$ cat src/rtl/xfer_pkg.sv
// rtl/xfer_pkg.sv - shared opcode/state types and strobe constants for the transfer sequencer
package xfer_pkg;

  // Operation codes carried on req_op
  typedef enum logic [2:0] {
    OP_MOVE = 3'd0,
    OP_LDL  = 3'd1,
    OP_LDH  = 3'd2,
    OP_STL  = 3'd3,
    OP_STH  = 3'd4,
    OP_ADDR = 3'd5,
    OP_RSV6 = 3'd6,
    OP_RSV7 = 3'd7
  } xfer_op_t;

  // Sequencer phases: strobes low in DRIVE, loads rise entering HOLD
  typedef enum logic [1:0] {
    ST_IDLE  = 2'd0,
    ST_DRIVE = 2'd1,
    ST_HOLD  = 2'd2
  } xfer_state_t;

  // Widest strobe bank supported; callers slice down to their register count
  localparam int MAX_REGS = 32;
  localparam logic [MAX_REGS-1:0] STROBES_OFF = '1;

endpackage

$ cat src/rtl/rr_arbiter.sv
// rtl/rr_arbiter.sv - combinational round-robin arbiter starting its search at the pointer
module rr_arbiter #(
  parameter int NUM_REQ = 2,
  localparam int PW = (NUM_REQ > 1) ? $clog2(NUM_REQ) : 1
) (
  input  logic [NUM_REQ-1:0] req_i,
  input  logic [PW-1:0]      ptr_i,
  input  logic               advance_i,
  output logic [NUM_REQ-1:0] grant_o,
  output logic [PW-1:0]      grant_idx_o
);

  // Scan requesters from ptr_i upward (wrapping) and grant the first valid one
  always_comb begin
    int           cand;
    logic [PW-1:0] ci;
    logic         found;
    cand        = 0;
    ci          = '0;
    found       = 1'b0;
    grant_o     = '0;
    grant_idx_o = '0;
    for (int k = 0; k < NUM_REQ; k++) begin
      cand = int'(ptr_i) + k;
      if (cand >= NUM_REQ) cand = cand - NUM_REQ;
      ci = cand[PW-1:0];
      if (!found && req_i[ci]) begin
        found       = 1'b1;
        grant_o[ci] = 1'b1;
        grant_idx_o = ci;
      end
    end
    if (!advance_i) grant_o = '0;
  end

endmodule

$ cat src/rtl/xfer_sequencer.sv
// rtl/xfer_sequencer.sv - arbitrates register moves/byte loads/stores and drives the bank strobes
module xfer_sequencer
  import xfer_pkg::*;
#(
  parameter int NUM_REGS = 4,
  parameter int NUM_REQ  = 2,
  localparam int RW = (NUM_REGS > 1) ? $clog2(NUM_REGS) : 1,
  localparam int IW = (NUM_REQ > 1) ? $clog2(NUM_REQ) : 1
) (
  input  logic                  clk,
  input  logic                  rst_n,
  input  logic [NUM_REQ-1:0]    req_valid,
  output logic [NUM_REQ-1:0]    req_ready,
  input  logic [NUM_REQ*3-1:0]  req_op,
  input  logic [NUM_REQ*RW-1:0] req_src,
  input  logic [NUM_REQ*RW-1:0] req_dst,
  output logic                  done,
  output logic                  err,
  output logic [IW-1:0]         resp_id,
  output logic [NUM_REGS-1:0]   l_tl_n,
  output logic [NUM_REGS-1:0]   l_th_n,
  output logic [NUM_REGS-1:0]   l_tx_n,
  output logic [NUM_REGS-1:0]   a_tl_n,
  output logic [NUM_REGS-1:0]   a_th_n,
  output logic [NUM_REGS-1:0]   a_tx_addr_n,
  output logic [NUM_REGS-1:0]   a_tx_xfer_n
);

  localparam logic [NUM_REGS-1:0] OFF    = STROBES_OFF[NUM_REGS-1:0];
  localparam logic [NUM_REGS-1:0] BIT0   = NUM_REGS'(1);
  localparam logic [RW:0]         NREGS  = (RW+1)'(NUM_REGS);

  xfer_state_t   state_q;
  logic [IW-1:0] ptr_q;
  logic [IW-1:0] gid_q;

  logic [NUM_REQ-1:0] grant;
  logic [IW-1:0]      gidx;
  logic               accept;
  xfer_op_t           op_d;
  logic [RW-1:0]      src_d;
  logic [RW-1:0]      dst_d;
  logic               src_bad, dst_bad, reject_d;
  logic [NUM_REGS-1:0] src_n_d, dst_n_d;
  logic [IW-1:0]      ptr_d;

  rr_arbiter #(.NUM_REQ(NUM_REQ)) u_arb (
    .req_i       (req_valid),
    .ptr_i       (ptr_q),
    .advance_i   (rst_n && (state_q == ST_IDLE)),
    .grant_o     (grant),
    .grant_idx_o (gidx)
  );

  assign req_ready = grant;
  assign accept    = |grant;

  // Decode the granted requester's operation and decide whether it is legal
  always_comb begin
    op_d     = xfer_op_t'(req_op[int'(gidx)*3 +: 3]);
    src_d    = req_src[int'(gidx)*RW +: RW];
    dst_d    = req_dst[int'(gidx)*RW +: RW];
    src_bad  = ({1'b0, src_d} >= NREGS);
    dst_bad  = ({1'b0, dst_d} >= NREGS);
    src_n_d  = ~(BIT0 << src_d);
    dst_n_d  = ~(BIT0 << dst_d);
    ptr_d    = (int'(gidx) == NUM_REQ - 1) ? '0 : gidx + 1'b1;
    case (op_d)
      OP_MOVE:                 reject_d = src_bad || dst_bad || (src_d == dst_d);
      OP_LDL, OP_LDH:          reject_d = dst_bad;
      OP_STL, OP_STH, OP_ADDR: reject_d = src_bad;
      default:                 reject_d = 1'b1;
    endcase
  end

  // Sequencer FSM: strobes drop in DRIVE, loads rise entering HOLD, asserts release after HOLD
  always_ff @(posedge clk) begin
    if (!rst_n) begin
      state_q     <= ST_IDLE;
      ptr_q       <= '0;
      gid_q       <= '0;
      done        <= 1'b0;
      err         <= 1'b0;
      resp_id     <= '0;
      l_tl_n      <= OFF;
      l_th_n      <= OFF;
      l_tx_n      <= OFF;
      a_tl_n      <= OFF;
      a_th_n      <= OFF;
      a_tx_addr_n <= OFF;
      a_tx_xfer_n <= OFF;
    end else begin
      done <= 1'b0;
      err  <= 1'b0;
      case (state_q)
        ST_IDLE: begin
          if (accept) begin
            ptr_q <= ptr_d;
            gid_q <= gidx;
            if (reject_d) begin
              err     <= 1'b1;
              resp_id <= gidx;
            end else begin
              state_q <= ST_DRIVE;
              case (op_d)
                OP_MOVE: begin
                  a_tx_xfer_n <= src_n_d;
                  l_tx_n      <= dst_n_d;
                end
                OP_LDL:  l_tl_n      <= dst_n_d;
                OP_LDH:  l_th_n      <= dst_n_d;
                OP_STL:  a_tl_n      <= src_n_d;
                OP_STH:  a_th_n      <= src_n_d;
                OP_ADDR: a_tx_addr_n <= src_n_d;
                default: ;
              endcase
            end
          end
        end
        ST_DRIVE: begin
          // Rising load strobes latch here while the asserting source keeps driving
          state_q <= ST_HOLD;
          l_tl_n  <= OFF;
          l_th_n  <= OFF;
          l_tx_n  <= OFF;
        end
        ST_HOLD: begin
          state_q     <= ST_IDLE;
          a_tl_n      <= OFF;
          a_th_n      <= OFF;
          a_tx_addr_n <= OFF;
          a_tx_xfer_n <= OFF;
          done        <= 1'b1;
          resp_id     <= gid_q;
        end
        default: state_q <= ST_IDLE;
      endcase
    end
  end

endmodule

$ cat config.mk
export PLATFORM = sky130hd
export DESIGN_NAME = xfer_sequencer
export DESIGN_NICKNAME = d
export VERILOG_FILES = /design/src/rtl/xfer_pkg.sv /design/src/rtl/rr_arbiter.sv /design/src/rtl/xfer_sequencer.sv
export SDC_FILE = /design/constraint.sdc
export NUM_CORES = 1
export LEC_CHECK = 0
export BUFFER_PORTS_ARGS = -buffer_cell sky130_fd_sc_hd__buf_4
export CAP_MARGIN = 20
export CORE_MARGIN = 2
export CORE_UTILIZATION = 35
export CTS_CLUSTER_DIAMETER = 80
export DETAILED_ROUTE_END_ITERATION = 10
export HOLD_SLACK_MARGIN = 0.12
export PLACE_DENSITY = 0.6
export SYNTH_ARGS = -nofsm -noshare
export SYNTH_HDL_FRONTEND = slang
export SYNTH_SLANG_ARGS = --single-unit
$ cat constraint.sdc
create_clock -name clk -period 1.51 [get_ports clk]
set_input_delay 0.0755 -clock clk [delete_from_list [all_inputs] [get_ports clk]]
set_output_delay 0.0755 -clock clk [all_outputs]
set_load 0.005 [all_outputs]
==> out/qor.txt, run 1 <==
Die X-Extent = 76.4 um
Layout Nets = 310
Total number of vias = 1787
Post-layout minimum cycle time = 1.68 ns
CTS sink cnt = 35
Sum of routed wire length over all layers = 5060 um
CTS tree = yes
Post-synthesis cell type count = 41
Slew Viols, Final = 0
Hold WC Path Type = in -> reg
Final weighted congestion of routability-driven global placement = 0.758
Status = complete, but fails checks
Buffers on Ports = 50
Total number of placement rows = 26
Share of power burned in registers = 43.8%
Crit Reg-Reg Startpoint = ptr_q
PnR worst setup slack = -0.165 ns
Core Region = 0.00507 mm2
Most common cell after layout, fill and taps aside = sky130_fd_sc_hd__buf_4
Clock insertion delay at the later pin of the skew report = 0.29 ns
Switching share of total power = 29.5%
Routed WL per cell = 13.9 um
Placed Area = 0.00246 mm2
Clock Path Buffers = 2
Antenna-violating nets left = 0
Most used cells in the layout excluding fill and tap cells = sky130_fd_sc_hd__buf_4, sky130_fd_sc_hd__dfxtp_1, sky130_fd_sc_hd__nor2_1
Ratio of total power to cell area = 775 mW/mm2
Part of the power in the clock network = 30.6%
Violated checks = negative setup slack
Total global routing track utilization = 17.5%
Max IR drop VDD = 0.514 mV
CP startpoint kind = flip-flop
Starting utilization of the core area = 36.1%
Avg Synthesized Cell Area = 8.65 um2
Worst Min Path Start = req_valid[0]
Arrival time at the worst endpoint = 1.91 ns
Synth Net Count = 230
Worst max-slew margin expressed relative to the limit = 74.0%
Number of global-route vias before repair = 1692
H-tree level count = 2
Util after Layout = 56.0%
Setup TNS Final = -3.13 ns
Top_reg_cell synth = sky130_fd_sc_hd__dfxtp_1
Final non-filler cell total = 363
Number of enable-type register cells in the synthesized netlist = 0
Clock transition at the register clock pins on the worst setup and hold paths after CTS = 0.08 ns
Number of antenna violations at the first check in global routing = 0
Pin count of the biggest net entering global routing = 29
Fraction of final layout cells with drive strength greater than 1 = 49.5%
Data required time of the worst path = 1.75 ns
Least-Margin Pin Slew = 0.386 ns
Combinational group share of total power = 25.6%
# setup viols final = 29
Root buffer selected by CTS = sky130_fd_sc_hd__clkbuf_8
Power Internal = 1.55 mW
Gate Count Post-Synth = 212
P&R area growth vs syn = 55.2%
Post-route fraction of the period consumed by the critical path = 111%
Proportion of synthesized flip-flops having asynchronous set or reset = 0%
Proportion of netlist area held by the largest area contributor = 38.2%
Final hold violation count = 0
I/O pin cnt = 51
Die Height = 76.4 um
Global-route wire length before repair = 8150 um
Residual DRC = 0
Largest area contributor in the netlist = sky130_fd_sc_hd__dfxtp_1
Sum of net half-perimeters after detailed placement = 3500 um
Filler Cell Count = 477
Area of all placed cells without fillers = 0.00284 mm2
Sum of overflow across all layers after global routing = 0
Start-to-end type of the worst setup path = reg -> reg
Cts bufs inserted = 5
Synth warnings = 0
P_leak = 1.21 nW
RSZ-0062 raised after global routing = true
Smallest hold slack = 0.0934 ns
Type of destination of the critical path = flip-flop
Placed insts = 346
Total of max-cap violations = 0
Top cells by area in the synthesized netlist = sky130_fd_sc_hd__dfxtp_1, sky130_fd_sc_hd__mux2_2, sky130_fd_sc_hd__nor2_1
Synthesized area = 0.00183 mm2
Number of DRC markers after the initial detailed-route iteration = 74
Ant diodes = 0
Highest fanout seen on the critical path = 7
Max Fclk = 0.597 GHz
Die area = 0.00583 mm2
Length of the first detailed-routing pass in iterations = 4
Post-detailed-route via-to-cell ratio = 4.92
Share of the yosys chip area belonging to registers = 38.2%
Switching power = 651 uW
Critical path startpoint = ptr_q
Worst clock skew = 0.00650 ns
Post-synthesis sequential element count = 35
==> power by group through the flow <==
stage          combinational [mW]  clock [mW]  sequential [mW]
2_1_floorplan               0.253           0            0.987
3_3_place_gp                0.447           0            0.986
3_5_place_dp                0.448           0            0.987
4_1_cts                     0.472       0.708            0.965
5_1_grt                     0.611       0.735            0.970
6_report                    0.565       0.674            0.967
==> what timing repair did <==
item,CTS,global route
pin swaps,6,9
endpoints found under the setup margin,29,30
gates resized for setup,11,43
gates cloned,1,0
setup buffers,2,6
endpoints found under the hold margin,1,0
==> layer usage <==
layer  track usage (%)  vias to the layer above  share of wire (%)
li1                  -                      898                  -
met1              21.9                      837                 45
met2              28.8                       46                 49
met3              4.38                        6                4.7
met4              7.09                        0                1.4
met5                 0                        -                  0
==> final cells by class <==
class	instances	area, um2	area share, %
multi-input combinational	164	1330	46.6
clock inverter	2	12.5	0.440
inverter	4	15.0	0.528
tap	70	87.6	3.08
clock buffer	6	72.6	2.55
timing repair buffer	82	627	22.0
sequential	35	703	24.7
==> metrics by stage <==
step                total power, mW  setup WS [ns]
finish                         2.21         -0.165
global placement               1.43         -0.137
CTS                            2.15         -0.145
detailed placement             1.43         -0.165
floorplan                      1.24        -0.0947
global route                   2.32         -0.209
==> sequential cells by signal, indices dropped and copies added (netlist names) <==
register / cells
resp_id: 1
l_tl_n: 4
err: 1
a_tx_xfer_n: 4
a_tx_addr_n: 4
l_tx_n: 4
done: 1
ptr_q: 1
l_th_n: 4
a_th_n: 4
gid_q: 1
state_q: 2
a_tl_n: 4
==> logic make-up (layout without fill, tap and decap cells) <==
logic type	count (synthesis)	count (layout)	share of synthesized area, %
AO/OA/AOI/OAI	38	38	14.7
XOR/XNOR	4	4	1.91
buffers and inverters	14	94	3.82
flip-flops	35	35	38.2
multiplexers	25	25	14.7
AND/OR/NAND/NOR	96	97	26.6
==> path summary, 6_finish.rpt <==
check / endpoint / slack [ns] / cells after the start
max: a_tx_addr_n[3] / -0.17 / 7
min: ptr_q / 0.09 / 3
max reg2reg: a_tx_addr_n[3] / -0.17 / 7
min reg2reg: gid_q / 0.48 / 2
==> worst max-delay path, stage by stage (launching register included) <==
cell and delay (ns):
sky130_fd_sc_hd__dfxtp_2 0.34, sky130_fd_sc_hd__nand2b_4 0.16, sky130_fd_sc_hd__and2_4 0.21, sky130_fd_sc_hd__nand3b_1 0.13, sky130_fd_sc_hd__a211oi_2 0.24, sky130_fd_sc_hd__buf_4 0.18
sky130_fd_sc_hd__mux2_4 0.31, sky130_fd_sc_hd__nand2_2 0.06
==> synthesized netlist by cell type, types with 2 or more instances <==
cell type	number
sky130_fd_sc_hd__a211oi_2	2
sky130_fd_sc_hd__a21oi_1	13
sky130_fd_sc_hd__a2bb2oi_1	4
sky130_fd_sc_hd__a31oi_1	3
sky130_fd_sc_hd__and2_1	3
sky130_fd_sc_hd__and3_1	2
sky130_fd_sc_hd__buf_2	2
sky130_fd_sc_hd__buf_6	2
sky130_fd_sc_hd__clkbuf_1	6
sky130_fd_sc_hd__dfxtp_1	35
sky130_fd_sc_hd__inv_1	4
sky130_fd_sc_hd__mux2_1	4
sky130_fd_sc_hd__mux2_2	12
sky130_fd_sc_hd__mux2i_1	9
sky130_fd_sc_hd__nand2_1	27
sky130_fd_sc_hd__nand3_1	3
sky130_fd_sc_hd__nand3b_1	13
sky130_fd_sc_hd__nor2_1	30
sky130_fd_sc_hd__nor2b_1	5
sky130_fd_sc_hd__nor3b_1	2
sky130_fd_sc_hd__o21ai_0	2
sky130_fd_sc_hd__o21ai_1	3
sky130_fd_sc_hd__or3_1	5
sky130_fd_sc_hd__xor2_1	4
No activity file was read; power rests on OpenSTA's default activity.
==> inputs of run 2 (changes only) <==
--- a/config.mk
+++ b/config.mk
@@ -9,9 +9,10 @@
 export CAP_MARGIN = 20
 export CORE_MARGIN = 2
 export CORE_UTILIZATION = 35
+export CTS_BUF_LIST = sky130_fd_sc_hd__clkbuf_4 sky130_fd_sc_hd__clkbuf_8 sky130_fd_sc_hd__clkbuf_16
 export CTS_CLUSTER_DIAMETER = 80
 export DETAILED_ROUTE_END_ITERATION = 10
-export HOLD_SLACK_MARGIN = 0.12
+export HOLD_SLACK_MARGIN = 0.06
 export PLACE_DENSITY = 0.6
 export SYNTH_ARGS = -nofsm -noshare
 export SYNTH_HDL_FRONTEND = slang
==> run 2 against run 1 <==
- the run still ends with negative setup slack left
- clock power up 3%
- largest cell class unchanged
- critical endpoint is now a_tx_addr_n[0]
- total power grew 0.90%
- critical path depth unchanged
==> out/qor.txt, run 2 (synthesis results as in run 1) <==
Most common cell after layout, fill and taps aside = sky130_fd_sc_hd__buf_4
Die X-Extent = 76.4 um (unchanged)
Status = complete, but fails checks
Clock insertion delay at the later pin of the skew report = 0.29 ns (about the same)
RSZ-0062 raised after global routing = true
Routed WL per cell = 14.0 um (+0.38%)
Starting utilization of the core area = 36.1% (unchanged)
Layout Nets = 310 (unchanged)
Antenna-violating nets left = 0 (unchanged)
H-tree level count = 2 (unchanged)
Total of max-cap violations = 0 (unchanged)
Max Fclk = 0.596 GHz (-0.10%)
Number of DRC markers after the initial detailed-route iteration = 69 (-6.8%)
Max IR drop VDD = 0.512 mV (-0.33%)
Sum of net half-perimeters after detailed placement = 3500 um (unchanged)
Hold WC Path Type = in -> reg
CTS sink cnt = 35 (unchanged)
Length in cells of the worst reg-to-reg path = 7 (unchanged)
Worst max-slew margin expressed relative to the limit = 74.0% (about the same)
Total number of placement rows = 26 (unchanged)
PnR worst setup slack = -0.167 ns (-0.00168 ns)
Length of the first detailed-routing pass in iterations = 4 (unchanged)
Worst Min Path Start = req_valid[0]
Die area = 0.00583 mm2 (unchanged)
Post-layout minimum cycle time = 1.68 ns (+0.00168 ns)
Worst clock skew = 0.00600 ns (-0.000497 ns)
Ratio of total power to cell area = 781 mW/mm2 (+0.77%)
Highest fanout seen on the critical path = 7 (unchanged)
Arrival time at the worst endpoint = 1.91 ns (about the same)
Crit Reg-Reg Startpoint = ptr_q
Sum of overflow across all layers after global routing = 0 (unchanged)
Violated checks = negative setup slack
Number of instances on the worst hold path = 3 (unchanged)
Slew Viols, Final = 0 (unchanged)
Clock Path Buffers = 2 (unchanged)
I/O pin cnt = 51 (unchanged)
Pin count of the biggest net entering global routing = 29 (unchanged)
Fraction of final layout cells with drive strength greater than 1 = 49.8% (+0.34 points)
Worst reg2reg endpoint = a_tx_addr_n[0]
Cts bufs inserted = 5 (unchanged)
CTS tree = yes
Sum of routed wire length over all layers = 5070 um (+0.38%)
Data required time of the worst path = 1.74 ns (about the same)
Reg2Reg Setup Slack = -0.17 ns (about the same)
Total number of vias = 1788 (+0.056%)
Destination of the worst hold path = ptr_q
Residual DRC = 0 (unchanged)
Start-to-end type of the worst setup path = reg -> reg
Clock transition at the register clock pins on the worst setup and hold paths after CTS = 0.08 ns (about the same)
Most used cells in the layout excluding fill and tap cells = sky130_fd_sc_hd__buf_4, sky130_fd_sc_hd__dfxtp_1, sky130_fd_sc_hd__nor2_1
Number of antenna violations at the first check in global routing = 0 (unchanged)
P_leak = 1.21 nW (+0.28%)
Root buffer selected by CTS = sky130_fd_sc_hd__clkbuf_8
Final hold violation count = 0 (unchanged)
Final weighted congestion of routability-driven global placement = 0.758 (unchanged)
Cts-stage hold buffer count = 0
Buffers on Ports = 50 (unchanged)
# setup viols final = 29 (unchanged)
Post-detailed-route via-to-cell ratio = 4.93 (about the same)
Least-Margin Pin Slew = 0.387 ns (+0.000347 ns)
Type of destination of the critical path = flip-flop
Ant diodes = 0 (unchanged)
Post-route fraction of the period consumed by the critical path = 111% (+0.11 points)
Total power draw = 2.23 mW (+0.90%)
Global-route wire length before repair = 8150 um (unchanged)
P&R area growth vs syn = 55.4%
Total global routing track utilization = 17.5% (unchanged)
Core Region = 0.00507 mm2 (unchanged)
Number of global-route vias before repair = 1692 (unchanged)
Die Height = 76.4 um (unchanged)
CP startpoint kind = flip-flop
Smallest hold slack = 0.0955 ns (+0.00211 ns)
run 2: timing repair:
item                       CTS  global route
setup buffers                2             6
gates resized for setup     11            43
setup endpoints to repair   29            30
pin swaps                    6             9
gates cloned                 1             0
run 2: cell type report:
cell class | count | area (um2)
sequential | 35 | 703
fill | 479 | 2230
clock buffer | 6 | 76.3
clock inverter | 2 | 12.5
inverter | 4 | 15.0
timing repair buffer | 82 | 627
tap | 70 | 87.6
multi-input combinational | 164 | 1330
run 2: worst max path at each step:
stage                           endpoint  slack, ns  startpoint  depth (start not counted)
after floorplan                a_th_n[0]      -0.09       ptr_q                          7
after global placement    a_tx_addr_n[2]      -0.14       ptr_q                          7
after detailed placement  a_tx_xfer_n[0]      -0.16       ptr_q                          7
after CTS                      a_th_n[2]      -0.15       ptr_q                          6
after global routing      a_tx_addr_n[1]      -0.21       ptr_q                          7
final                     a_tx_addr_n[0]      -0.17       ptr_q                          7
run 2: per-stage QoR:
stage | TNS (ns) | instance area, um2 | cells | util (%) | setup WS, ns
finish | -3.12 | 2850 | 363 | 56.1 | -0.167
global route | -4.65 | 2850 | 363 | 56.1 | -0.209
CTS | -2.37 | 2610 | 357 | 51.4 | -0.145
detailed placement | -3.48 | 2460 | 346 | 48.5 | -0.165
global placement | -2.87 | 2460 | 346 | 48.5 | -0.137
floorplan | -1.03 | 1880 | 212 | - | -0.0947
run 2: metal layers:
metal  vias up  share of wire, %  track usage [%]
li1        896                 -                -
met2        37                48             28.8
met4         0               1.4             7.09
met3         6               3.6             4.38
met5         -                 0                0
met1       849                47             21.9
run 2: power breakdown:
| group | internal (mW) | total [mW] | switching, mW |
|---|---|---|---|
| registers | 0.951 | 0.967 | 0.0157 |
| clock network | 0.340 | 0.693 | 0.353 |
| logic | 0.282 | 0.565 | 0.284 |
run 2: worst max-delay path, stage by stage, from the launching register on:
cell and delay (ns):
sky130_fd_sc_hd__dfxtp_2 0.34, sky130_fd_sc_hd__nand2b_4 0.16, sky130_fd_sc_hd__and2_4 0.21, sky130_fd_sc_hd__nand3b_1 0.13
sky130_fd_sc_hd__a211oi_2 0.23, sky130_fd_sc_hd__buf_4 0.18, sky130_fd_sc_hd__mux2_4 0.30, sky130_fd_sc_hd__nand2_1 0.06
